`src/rtl/coin_acceptor_if.sv`:
```
// rtl/coin_acceptor_if.sv - coin output bus from the acceptor to the vending FSM
interface coin_acceptor_if #(
    parameter int FIFO_DEPTH = 4
);
    logic [1:0]                  coin;
    logic                        reject;
    logic [$clog2(FIFO_DEPTH):0] fifo_count;
    logic                        fifo_full;
    logic                        busy;

    modport master (output coin, reject, fifo_count, fifo_full, busy);
    modport slave  (input  coin, reject, fifo_count, fifo_full, busy);
endinterface

```
`src/rtl/coin_acceptor.sv`:
```
// rtl/coin_acceptor.sv - coin sensor sync/debounce, classification, coin queue and emit FSM
// Optional running rupee tally enabled by defining COIN_ACCEPTOR_TALLY_EN.
module coin_acceptor #(
    parameter int DEBOUNCE_CYCLES = 16,
    parameter int FIFO_DEPTH      = 4,
    parameter int GAP_CYCLES      = 2
) (
    input  logic        clk,
    input  logic        reset,
    input  logic        sense_5,
    input  logic        sense_10,
    input  logic        accept_en,
`ifdef COIN_ACCEPTOR_TALLY_EN
    input  logic        tally_clr,
    output logic [15:0] total_value,
`endif
    coin_acceptor_if.master bus
);
    localparam int PW = $clog2(FIFO_DEPTH);
    localparam int CW = PW + 1;
    localparam int DW = $clog2(DEBOUNCE_CYCLES + 1);
    localparam int GW = 4;

    typedef enum logic [1:0] {IDLE, EMIT, GAP} state_t;

    // Bit 0 is the 5-rupee chute, bit 1 the 10-rupee chute, matching the coin code.
    logic [1:0]    raw;
    logic [1:0]    sync1;
    logic [1:0]    sync2;
    logic [1:0]    deb;
    logic [1:0]    deb_d;
    logic [1:0]    rise_q;
    logic [DW-1:0] cnt [2];

    logic [1:0]    mem [FIFO_DEPTH];
    logic [PW-1:0] wr_ptr;
    logic [PW-1:0] rd_ptr;
    logic [CW-1:0] count;
    logic          full_now;
    logic          single;
    logic          push;
    logic          pop;

    state_t        state;
    logic [GW-1:0] gcnt;
    logic [1:0]    coin_r;
    logic          reject_r;

    assign raw = {sense_10, sense_5};

    always_ff @(posedge clk or posedge reset) begin
        if (reset) begin
            sync1  <= '0;
            sync2  <= '0;
            deb    <= '0;
            deb_d  <= '0;
            rise_q <= '0;
            for (int i = 0; i < 2; i++) cnt[i] <= '0;
        end else begin
            sync1  <= raw;
            sync2  <= sync1;
            deb_d  <= deb;
            rise_q <= deb & ~deb_d;
            for (int i = 0; i < 2; i++) begin
                if (sync2[i] == deb[i]) begin
                    cnt[i] <= '0;
                end else if (cnt[i] == DW'(DEBOUNCE_CYCLES - 1)) begin
                    cnt[i] <= '0;
                    deb[i] <= ~deb[i];
                end else begin
                    cnt[i] <= cnt[i] + DW'(1);
                end
            end
        end
    end

    // Fullness is judged on the occupancy before any pop in the same cycle.
    assign full_now = (count == CW'(FIFO_DEPTH));
    assign single   = rise_q[0] ^ rise_q[1];
    assign push     = single && accept_en && !full_now;
    assign pop      = (state == IDLE) && (count != '0);

    always_ff @(posedge clk or posedge reset) begin
        if (reset) begin
            reject_r <= 1'b0;
        end else begin
            reject_r <= (&rise_q) || (single && (!accept_en || full_now));
        end
    end

    always_ff @(posedge clk) begin
        if (push) mem[wr_ptr] <= rise_q;
    end

    always_ff @(posedge clk or posedge reset) begin
        if (reset) begin
            wr_ptr <= '0;
            rd_ptr <= '0;
            count  <= '0;
        end else begin
            if (push) wr_ptr <= wr_ptr + PW'(1);
            if (pop)  rd_ptr <= rd_ptr + PW'(1);
            case ({push, pop})
                2'b10:   count <= count + CW'(1);
                2'b01:   count <= count - CW'(1);
                default: count <= count;
            endcase
        end
    end

    // coin is high exactly while in EMIT; the GAP stretch keeps the consumer at 00 between coins.
    always_ff @(posedge clk or posedge reset) begin
        if (reset) begin
            state  <= IDLE;
            gcnt   <= '0;
            coin_r <= 2'b00;
        end else begin
            case (state)
                IDLE: begin
                    if (count != '0) begin
                        coin_r <= mem[rd_ptr];
                        state  <= EMIT;
                    end
                end
                EMIT: begin
                    coin_r <= 2'b00;
                    gcnt   <= '0;
                    state  <= GAP;
                end
                GAP: begin
                    if (gcnt == GW'(GAP_CYCLES - 1)) begin
                        state <= IDLE;
                    end else begin
                        gcnt <= gcnt + GW'(1);
                    end
                end
                default: begin
                    coin_r <= 2'b00;
                    state  <= IDLE;
                end
            endcase
        end
    end

    assign bus.coin       = coin_r;
    assign bus.reject     = reject_r;
    assign bus.fifo_count = count;
    assign bus.fifo_full  = full_now;
    assign bus.busy       = (count != '0) || (state != IDLE);

`ifdef COIN_ACCEPTOR_TALLY_EN
    logic [16:0] sum;

    assign sum = {1'b0, total_value} + ((rise_q == 2'b01) ? 17'd5 : 17'd10);

    always_ff @(posedge clk or posedge reset) begin
        if (reset) begin
            total_value <= '0;
        end else if (tally_clr) begin
            total_value <= '0;
        end else if (push) begin
            total_value <= sum[16] ? 16'hFFFF : sum[15:0];
        end
    end
`endif
endmodule

```
`src/flat_wrapper.sv`:
```
// flat-port wrapper written by rule: the top's interface ports become plain ports
module coin_acceptor_flat 
#(
    parameter int DEBOUNCE_CYCLES = 16,
    parameter int FIFO_DEPTH      = 4,
    parameter int GAP_CYCLES      = 2
)
  (clk, reset, sense_5, sense_10, accept_en, bus_coin, bus_reject, bus_fifo_count, bus_fifo_full, bus_busy);
  coin_acceptor_if #(.FIFO_DEPTH(FIFO_DEPTH)) bus_i ();
  input  logic clk;
  input  logic reset;
  input  logic sense_5;
  input  logic sense_10;
  input  logic accept_en;
  output wire logic [$bits(bus_i.coin)-1:0] bus_coin;
  output wire logic [$bits(bus_i.reject)-1:0] bus_reject;
  output wire logic [$bits(bus_i.fifo_count)-1:0] bus_fifo_count;
  output wire logic [$bits(bus_i.fifo_full)-1:0] bus_fifo_full;
  output wire logic [$bits(bus_i.busy)-1:0] bus_busy;
  assign bus_coin = bus_i.coin;
  assign bus_reject = bus_i.reject;
  assign bus_fifo_count = bus_i.fifo_count;
  assign bus_fifo_full = bus_i.fifo_full;
  assign bus_busy = bus_i.busy;
  coin_acceptor #(.DEBOUNCE_CYCLES(DEBOUNCE_CYCLES), .FIFO_DEPTH(FIFO_DEPTH), .GAP_CYCLES(GAP_CYCLES)) u_core (.clk(clk), .reset(reset), .sense_5(sense_5), .sense_10(sense_10), .accept_en(accept_en), .bus(bus_i));
endmodule
```
`config.mk`:
```
export PLATFORM = sky130hd
export DESIGN_NAME = coin_acceptor_flat
export DESIGN_NICKNAME = d
export VERILOG_FILES = /design/src/rtl/coin_acceptor_if.sv /design/src/rtl/coin_acceptor.sv /design/src/flat_wrapper.sv
export SDC_FILE = /design/constraint.sdc
export NUM_CORES = 1
export LEC_CHECK = 0
export ABC_AREA = 1
export CAP_MARGIN = 20
export CORE_MARGIN = 1.5
export CORE_UTILIZATION = 40
export DETAILED_ROUTE_END_ITERATION = 16
export PLACE_DENSITY = 0.62
export SETUP_SLACK_MARGIN = 0.02
export SLEW_MARGIN = 25
export SYNTH_ARGS = -nofsm -noshare
export SYNTH_HDL_FRONTEND = slang
export SYNTH_SLANG_ARGS = --single-unit
```
`constraint.sdc`:
```
create_clock -name clk -period 2.1 [get_ports clk]
set_input_delay 0.42 -clock clk [delete_from_list [all_inputs] [get_ports clk]]
set_output_delay 0.42 -clock clk [all_outputs]
set_load 0.01 [all_outputs]
```
After elaboration in Yosys (flattened, before gate mapping) --
Memory sizes are Yosys's and may differ from the RTL's. Index checks and enable logic that the tools add are counted.
Operators by class: $add $sub $neg 7, equal/unequal tests 13, muxes and demuxes 14, bitwise logic cells 8, reduce and logical (&&, ||, !) cells 20
Operator list (count):
- $mux W5 | 4
- $reduce_and A2 Y1 | 6
- $add A5 B1 Y5 const B | 2
- $eq A5 B4 Y1 const B | 2
- $pmux W4 S2 | 1
- $mux W2 | 3
- $pmux W2 S3 | 1
- $pmux W3 S2 | 1
- $reduce_bool A2 Y1 | 3
- $not A1 Y1 | 5
- $add A2 B1 Y2 const B | 2
- $add A4 B1 Y4 const B | 1
- $eq A2 B1 Y1 const B | 2
- $eq A2 B2 Y1 const B | 2
- $eq A4 B1 Y1 const B | 1
- $logic_and A1 B1 Y1 | 4
- $mux W4 | 1
- $ne A2 B2 Y1 const B | 2
- $pmux W2 S2 | 1
- $add A3 B1 Y3 const B | 1
- $eq A3 B3 Y1 const B | 1
- $logic_or A1 B1 Y1 | 3
- $reduce_bool A3 Y1 | 1
- $sub A3 B1 Y3 const B | 1
- other kinds (8) | 11
Word-level totals: flip-flop bits (word level) 36, memory bits (writable) 8, bits of input ports 5, memories kept 1
Memories:
- u_core.mem | depth 4, bits a word 2, rd ports 1, clocked after Yosys merged registers in 0, wr ports 1, line coin_acceptor.sv:35 | logic [1:0] mem [FIFO_DEPTH];

Logic depth before layout (Yosys ltp) --
Gate-level depths: netlist (run 1).
depth in word-level cells 5, depth in mapped cells 10, mapped depth without buffers 10

Least setup slack after synthesis (run 1) --
OpenSTA, ideal clock, no wires.
path kind reg2reg, from reg u_core.rise_q[0], to reg u_core.count[2], in the netlist u_core.bus.fifo_count[2], setup time 0.123 ns, data arrival time 1.737 ns, required time 1.977 ns, path slack 0.239 ns, stages on the path, launching flop included 9, buffers on the path 0, cell sequence dfrtp_1 > ha_1 > nand3_4 > ha_1 > inv_1 > fa_1 > nand2_1 > nand3_1 > xor2_1
On the way: cells in the longest elaborated chain, start to end 5, elaborated cells between the ends (all ways) 7, those cells by class eq/ne (2); mux (1); bitwise (1); reduce/logical (3)
Ends and longest elaborated chain:
- from (decl) | line coin_acceptor.sv:32 | logic [1:0] rise_q;
- from (signal assigned) | line coin_acceptor.sv:63 | rise_q <= deb & ~deb_d;
- $xor A1 B1 Y1 (*) | line coin_acceptor.sv:79 | assign single = rise_q[0] ^ rise_q[1];
- $logic_and A1 B1 Y1 (*) (2 in a row) | line coin_acceptor.sv:80 | assign push = single && accept_en && !full_now;
- $eq A2 B1 Y1 or $eq A2 B2 Y1 (tied branches) | line coin_acceptor.sv:103 | case ({push, pop})
- $pmux W3 S2 or $reduce_bool A2 Y1 (tied branches)
- to (signal assigned) | line coin_acceptor.sv:104 | 2'b10: count <= count + CW'(1);
- to (signal assigned) | line coin_acceptor.sv:105 | 2'b01: count <= count - CW'(1);
- to (signal assigned) | line coin_acceptor.sv:106 | default: count <= count;
- to (decl) | line coin_acceptor.sv:38 | logic [CW-1:0] count;
Every way passes the cells marked *; elsewhere a longest branch is shown, timed or not. A chain may end at the register's enable or synchronous reset.

Final worst setup path (run 1) --
Same ends and word-level chain as after synthesis.

==> impl_metrics.csv, run 1 <==
group,metric,value,unit
run_status,status,"completed",
timing,fmax,0.5129,GHz
worst_setup_path,critPathMaxFanout,5,
cts,clk_latency,0.29,ns
timing,worst_pin_slew,0.4423,ns
power,pwr-share-comb,0.329,
synth,synth.avg_cell_area,10.07,um^2
timing,hold_viol_final,0,
worst_setup_path,cp_slowest_cell,"dfrtp_1",
cells_and_area,num_antenna_cells,0,
timing,setup_slack,0.1503,ns
worst_setup_path,crit_path_start,"u_core.rise_q[0]",
worst_setup_path,crit_cells,8,
global_routing,grt_pass1_wl,5.078,mm
floorplanning,core_area,4723,um^2
power,clockPowerShare,0.213,
timing,timing.final.crit_share,0.9284,
route,dr.pass1.iters,4,
floorplanning,dieArea,5341,um^2
worst_setup_path,r2r-start,"u_core.rise_q[0]",
global_routing,grt_use_total,0.1238,
timing,rsz0062_at_grt,"false",
placement,dp_hpwl,2.141,mm
synth,synth_nets,211,
route,routed_wl,2.870,mm
power,vdd_drop_max,637.2,uV
global_routing,grt_pass1_vias,1171,
worst_setup_path,crit_path_end_kind,"flop",
synth,ys_seq_area_frac,0.5809,
route,drc,0,
worst_setup_path,crit_buf_inv,1,
power,switching_power,854.4,uW
worst_setup_path,critPathMaxStageDelay,0.43,ns
job,maxCapViolCount,0,
cts,cts_max_level,2,
worst_setup_path,crit_path_cell_trace,"ha_1 -> nand3_4 -> ha_1 -> inv_1 -> fa_1 -> nand2_1 -> nand3_1 -> xor2_1",
worst_setup_path,worstPathRequired,2.28,ns
cts,clkTransAtPathRegs,0.08,ns
floorplanning,die_w,73.08,um
global_routing,grt_max_degree,37,
power,power.internal,1.613,mW
floorplanning,rows,25,
cts,cts-hold-fix-buffers,0,
synth,synthCells,195,
timing,slew_headroom,0.7052,
worst_setup_path,r2r_end,"u_core.bus.fifo_count[2]",
synth,yosysWarnings,0,
worst_setup_path,reg2reg_depth,8,
route,antenna_left,0,
global_routing,antenna_found_initial,0,
power,swShare,0.3463,
synth,ys_types,24,
worst_hold_path,hold_path_class,"reg2reg",
synth,synth_area,1964,um^2
worst_setup_path,critPathKind,"reg2reg",
cts,clockBufferDepth,2,
power,p_per_area,1075,nW/um^2
worst_setup_path,endpoint,"u_core.bus.fifo_count[2]",
worst_setup_path,startpoint_type,"flop",
worst_setup_path,cp_top_family,"adder cells",
cts,numCtsBuffers,5,
power,leakage,1.136,nW
worst_setup_path,worstPathArrival,2.13,ns
route,via_per_inst,4.367,
global_routing,grt-ovfl-total,0,
timing,slew_viol_final,0,
cells_and_area,syn2layout_area_growth,16.82,%
timing,fin_worst_skew,0.009865,ns
worst_setup_path,crit_top_cell,"ha_1",
placement,pre_cts_slack,0.04370,ns
route,routedWlPerCell,10.03,um
cts,cts_tree,"yes",
synth,ys_ff_latch,44,
route,drt-initial-drc-count,51,
cells_and_area,layout-drive-gt1-share,0.1096,
power,pwr-share-seq,0.458,
cts,clock_sinks,44,
timing,setup_viol,0,
floorplanning,start_util,0.4159,
timing,min_period,1.950,ns
worst_setup_path,rrSetupSlack,0.15,ns
cells_and_area,num-nets-final,234,
cts,clock_tree.root_cell,"clkbuf_8",
floorplanning,die_h,73.08,um
placement,io_buffers,12,
placement,gp_congestion,0.7466,
route,vias,1249,
timing,fin_setup_tns,0,ns
floorplanning,num_io_pins,13,
[final cells by class]
cell class	instances	area (um^2)
clock buffers	6	82.58
clock inverters	2	10.01
fillers	436	2429
inverters	29	108.9
multi-input cells	122	714.4
flip-flops and latches	44	1142
well taps	67	83.83
repair buffers	16	152.6
[cells by family (layout without fill, tap and decap cells)]
| group | Yosys count | in the layout | share of synthesized area |
|---|---|---|---|
| compound gates | 6 | 6 | 0.01975 |
| xor+xnor | 9 | 9 | 0.04012 |
| fa+ha+maj | 11 | 11 | 0.07389 |
| buf+inv | 29 | 53 | 0.05541 |
| flops | 44 | 44 | 0.5809 |
| simple gates | 96 | 96 | 0.2299 |
[power by group through the flow]
stage / Combinational [mW] / Sequential [mW] / Clock, mW
global placement: 0.796 / 1.14 / 0
finish: 0.811 / 1.13 / 0.526
floorplan: 0.552 / 1.14 / 0
global route: 0.929 / 1.15 / 0.578
detailed placement: 0.804 / 1.15 / 0
CTS: 0.826 / 1.13 / 0.549
[sequential cells by signal (all words and copies together), names as in the netlist]
signal	count
u_core.cnt	10
u_core.mem	8
u_core.gcnt	4
u_core.bus.fifo_count	3
u_core.bus.coin	2
u_core.deb	2
u_core.deb_d	2
u_core.rd_ptr	2
u_core.rise_q	2
u_core.state	2
u_core.sync1	2
u_core.sync2	2
u_core.wr_ptr	2
u_core.bus.reject	1
[how the worst min path moves through the flow]
| stage | startpoint | slack, ns | cells past startpoint | to |
|---|---|---|---|---|
| after floorplan | u_core.sync1[0] | 0.33 | 0 | u_core.sync2[0] |
| after global placement | u_core.sync1[0] | 0.33 | 0 | u_core.sync2[0] |
| after detailed placement | u_core.sync1[1] | 0.34 | 0 | u_core.sync2[1] |
| after CTS | u_core.sync1[1] | 0.36 | 0 | u_core.sync2[1] |
| after global routing | u_core.sync1[0] | 0.36 | 0 | u_core.sync2[0] |
| final | u_core.sync1[1] | 0.36 | 0 | u_core.sync2[1] |
[metrics by stage]
step	utilization	instances	hold slack (ns)	cell area, um^2	total power [mW]
final	0.4858	286	0.3550	2295	2.468
after global routing	0.4858	286	0.3640	2295	2.657
after CTS	0.4850	286	0.3581	2291	2.504
after detailed placement	0.4638	277	0.3395	2191	1.951
after global placement	0.4638	277	0.3347	2191	1.940
after floorplan	-	195	0.3312	1964	1.697
[cells in the mapped netlist, drive strengths merged]
library cell  count  area, um^2
a21o              1       7.510
a21oi             2       13.76
dfrtp            36       900.9
edfxtp            8       240.2
fa                1       20.02
ha               10       125.1
inv              29       108.9
nand2            48       197.7
nand3            19       112.6
nand4             3       18.77
nor2             22       97.59
nor3              2       10.01
nor3b             2       15.01
o21ai             2       10.01
o21bai            1       7.510
xnor2             4       35.03
xor2              5       43.79
[routing by layer]
layer	GRT usage	share of wire	vias to the layer above
li1	-	-	660
met1	0.1591	0.46	575
met2	0.2040	0.51	12
met3	0.03315	0.031	2
met4	0.03774	0.0052	0
met5	0	0	-
[cell usage in the layout (no fill, tap or decap), types with 2 or more instances in the layout]
cell	instances
nand2_1	43
nor2_1	20
clkdlybuf4s50_1	11
nor2_4	2
nor3_1	2
xnor2_1	4
nor3b_1	2
dfrtp_1	35
edfxtp_1	8
clkinv_2	2
nand3_1	17
inv_1	28
clkbuf_8	6
o21ai_0	2
nand4_1	3
buf_4	4
nand2_2	4
xor2_1	5
ha_1	10
[timing repair]
action	CTS	global route
pin swaps	1	1
gates cloned	0	0
buffers inserted	1	0
endpoints found under the setup margin	1	1
resized for setup	0	2
[worst register-to-register path: cells and delay by family, from the launching register on]
kind	cells	cell delay (ns)
XOR/XNOR	1	0.14
adder cells (fa/ha/maj)	3	0.93
flip-flops	1	0.43
AND/OR/NAND/NOR	3	0.27
buffers and inverters	1	0.07
Power figures use the tool's default switching activity.
==> run 2, diff against run 1 <==
- ABC_CLOCK_PERIOD_IN_PS: unset -> 2100
- CTS_BUF_LIST: unset -> sky130_fd_sc_hd__clkbuf_16
==> impl_metrics.csv, run 2 (synthesis gave the netlist of run 1 again) <==
group,metric,value,unit
run_status,status,"completed",
global_routing,grt_max_degree,37,
route,routed_wl,2.909,mm
power,swShare,0.3323,
cells_and_area,largest_reg_flops,10,
placement,dpl.cell_count,277,
floorplanning,rows,25,
route,dr.pass1.iters,4,
power,leakage,1.156,nW
route,antenna_left,0,
timing,timing.final.crit_share,0.9274,
cells_and_area,layout_commonest_cell,"nand2_1",
cts,clk_latency,0.28,ns
power,pwr-share-seq,0.424,
cts,clkTransAtPathRegs,0.06,ns
route,drc,0,
timing,rsz0062_at_grt,"false",
cts,clock_tree.root_cell,"clkbuf_16",
cells_and_area,final_cell_mix,"43 x nand2_1, 35 x dfrtp_1, 28 x inv_1, 20 x nor2_1, 17 x nand3_1",
power,pwr-share-comb,0.303,
timing,setup_viol,0,
cts,numCtsBuffers,5,
cells_and_area,layout-drive-gt1-share,0.1050,
cells_and_area,num_antenna_cells,0,
cts,clockBufferDepth,2,
route,drt-initial-drc-count,70,
worst_setup_path,reg2reg_depth,8,
timing,fin_setup_tns,0,ns
floorplanning,num_io_pins,13,
cells_and_area,syn2layout_area_growth,19.17,%
global_routing,antenna_found_initial,0,
global_routing,grt_pass1_wl,5.133,mm
power,power.internal,1.784,mW
power,p_per_area,1141,nW/um^2
worst_setup_path,worstPathArrival,2.12,ns
timing,hold_viol_final,0,
timing,worst_pin_slew,0.4355,ns
route,vias,1266,
power,vdd_drop_max,770.1,uV
global_routing,grt_use_total,0.1314,
floorplanning,die_w,73.08,um
timing,slew_viol_final,0,
route,via_per_inst,4.427,
floorplanning,dieArea,5341,um^2
cts,cts_max_level,2,
placement,dp_hpwl,2.141,mm
cts,clock_sinks,44,
timing,min_period,1.948,ns
cells_and_area,largest_register,"u_core.cnt",
floorplanning,start_util,0.4159,
worst_setup_path,worstPathRequired,2.27,ns
cells_and_area,num-nets-final,234,
placement,gp_congestion,0.7466,
timing,fin_worst_skew,0.005906,ns
worst_hold_path,hold_depth,0,
cells_and_area,largestRegisters,"u_core.cnt: 10 flops, u_core.mem: 8 flops, u_core.gcnt: 4 flops",
worst_hold_path,hold_path_class,"reg2reg",
cts,cts_tree,"yes",
cells_and_area,final_cells,286,
timing,slew_headroom,0.7097,
floorplanning,die_h,73.08,um
placement,io_buffers,12,
power,clockPowerShare,0.274,
global_routing,grt-ovfl-total,0,
worst_setup_path,startpoint_type,"flop",
worst_setup_path,rrSetupSlack,0.15,ns
route,routedWlPerCell,10.17,um
power,switching_power,887.9,uW
job,maxCapViolCount,0,
worst_setup_path,crit_path_end_kind,"flop",
global_routing,grt_pass1_vias,1154,
worst_setup_path,critPathMaxFanout,5,
floorplanning,core_area,4723,um^2
timing,fmax,0.5135,GHz
cts,cts-hold-fix-buffers,0,
worst_setup_path,critPathKind,"reg2reg",
run 2: cell count changes in the layout (fill, tap and decap cells not counted):
cell       delta
clkbuf_16     +5
clkbuf_8      -6
clkinv_1      +1
run 2: critical path, stage by stage (launching register included):
cell and delay, ns:
dfrtp_1 0.43, ha_1 0.38, nand3_4 0.11, ha_1 0.17, inv_1 0.07, fa_1 0.38
nand2_1 0.08, nand3_1 0.08, xor2_1 0.14
run 2: power by group through the flow:
stage / Clock [mW] / Sequential, mW / Combinational (mW)
after floorplan: 0 / 1.14 / 0.552
after global placement: 0 / 1.14 / 0.796
after detailed placement: 0 / 1.15 / 0.804
after CTS: 0.754 / 1.13 / 0.825
after global routing: 0.795 / 1.15 / 0.931
final: 0.731 / 1.13 / 0.809
run 2: per-layer routing:
metal	up-vias	wire, um	global-route usage
li1	660	-	-
met5	-	0	0
met1	587	1290	0.1644
met4	0	51	0.05660
met3	5	113	0.05387
met2	14	1454	0.2000
run 2: area by class of cell:
| type | instances | area, um^2 |
|---|---|---|
| Clock buffer | 5 | 125.1 |
| Clock inverter | 3 | 13.76 |
| Fill cell | 428 | 2382 |
| Inverter | 29 | 108.9 |
| Multi-Input combinational cell | 122 | 714.4 |
| Sequential cell | 44 | 1142 |
| Tap cell | 67 | 83.83 |
| Timing Repair Buffer | 16 | 152.6 |
run 2: timing repair:
item / 4_1_cts / 5_1_grt
endpoints found under the setup margin: 1 / 1
pin swaps: 1 / 1
gates resized for setup: 0 / 2
setup buffers: 1 / 0
run 2: path summary, 6_finish.rpt:
path                                       endpoint             start
max reg2reg                u_core.bus.fifo_count[2]  u_core.rise_q[0]
min reg2reg                         u_core.sync2[1]   u_core.sync1[1]
max in group asynchronous  u_core.bus.fifo_count[0]             reset
min in group asynchronous           u_core.sync2[1]             reset
max                        u_core.bus.fifo_count[2]  u_core.rise_q[0]
min                                 u_core.sync2[1]   u_core.sync1[1]
run 2: through the flow:
stage               utilization  worst slack, ns  cell area, um^2  total power [mW]  hold WS, ns
finish                   0.4956           0.1524             2341             2.672       0.3503
global route             0.4956          0.05569             2341             2.877       0.3581
CTS                      0.4948          0.05558             2337             2.710       0.3528
detailed placement       0.4638          0.04370             2191             1.951       0.3395
global placement         0.4638          0.06735             2191             1.940       0.3347
floorplan                     -           0.2391             1964             1.697       0.3312
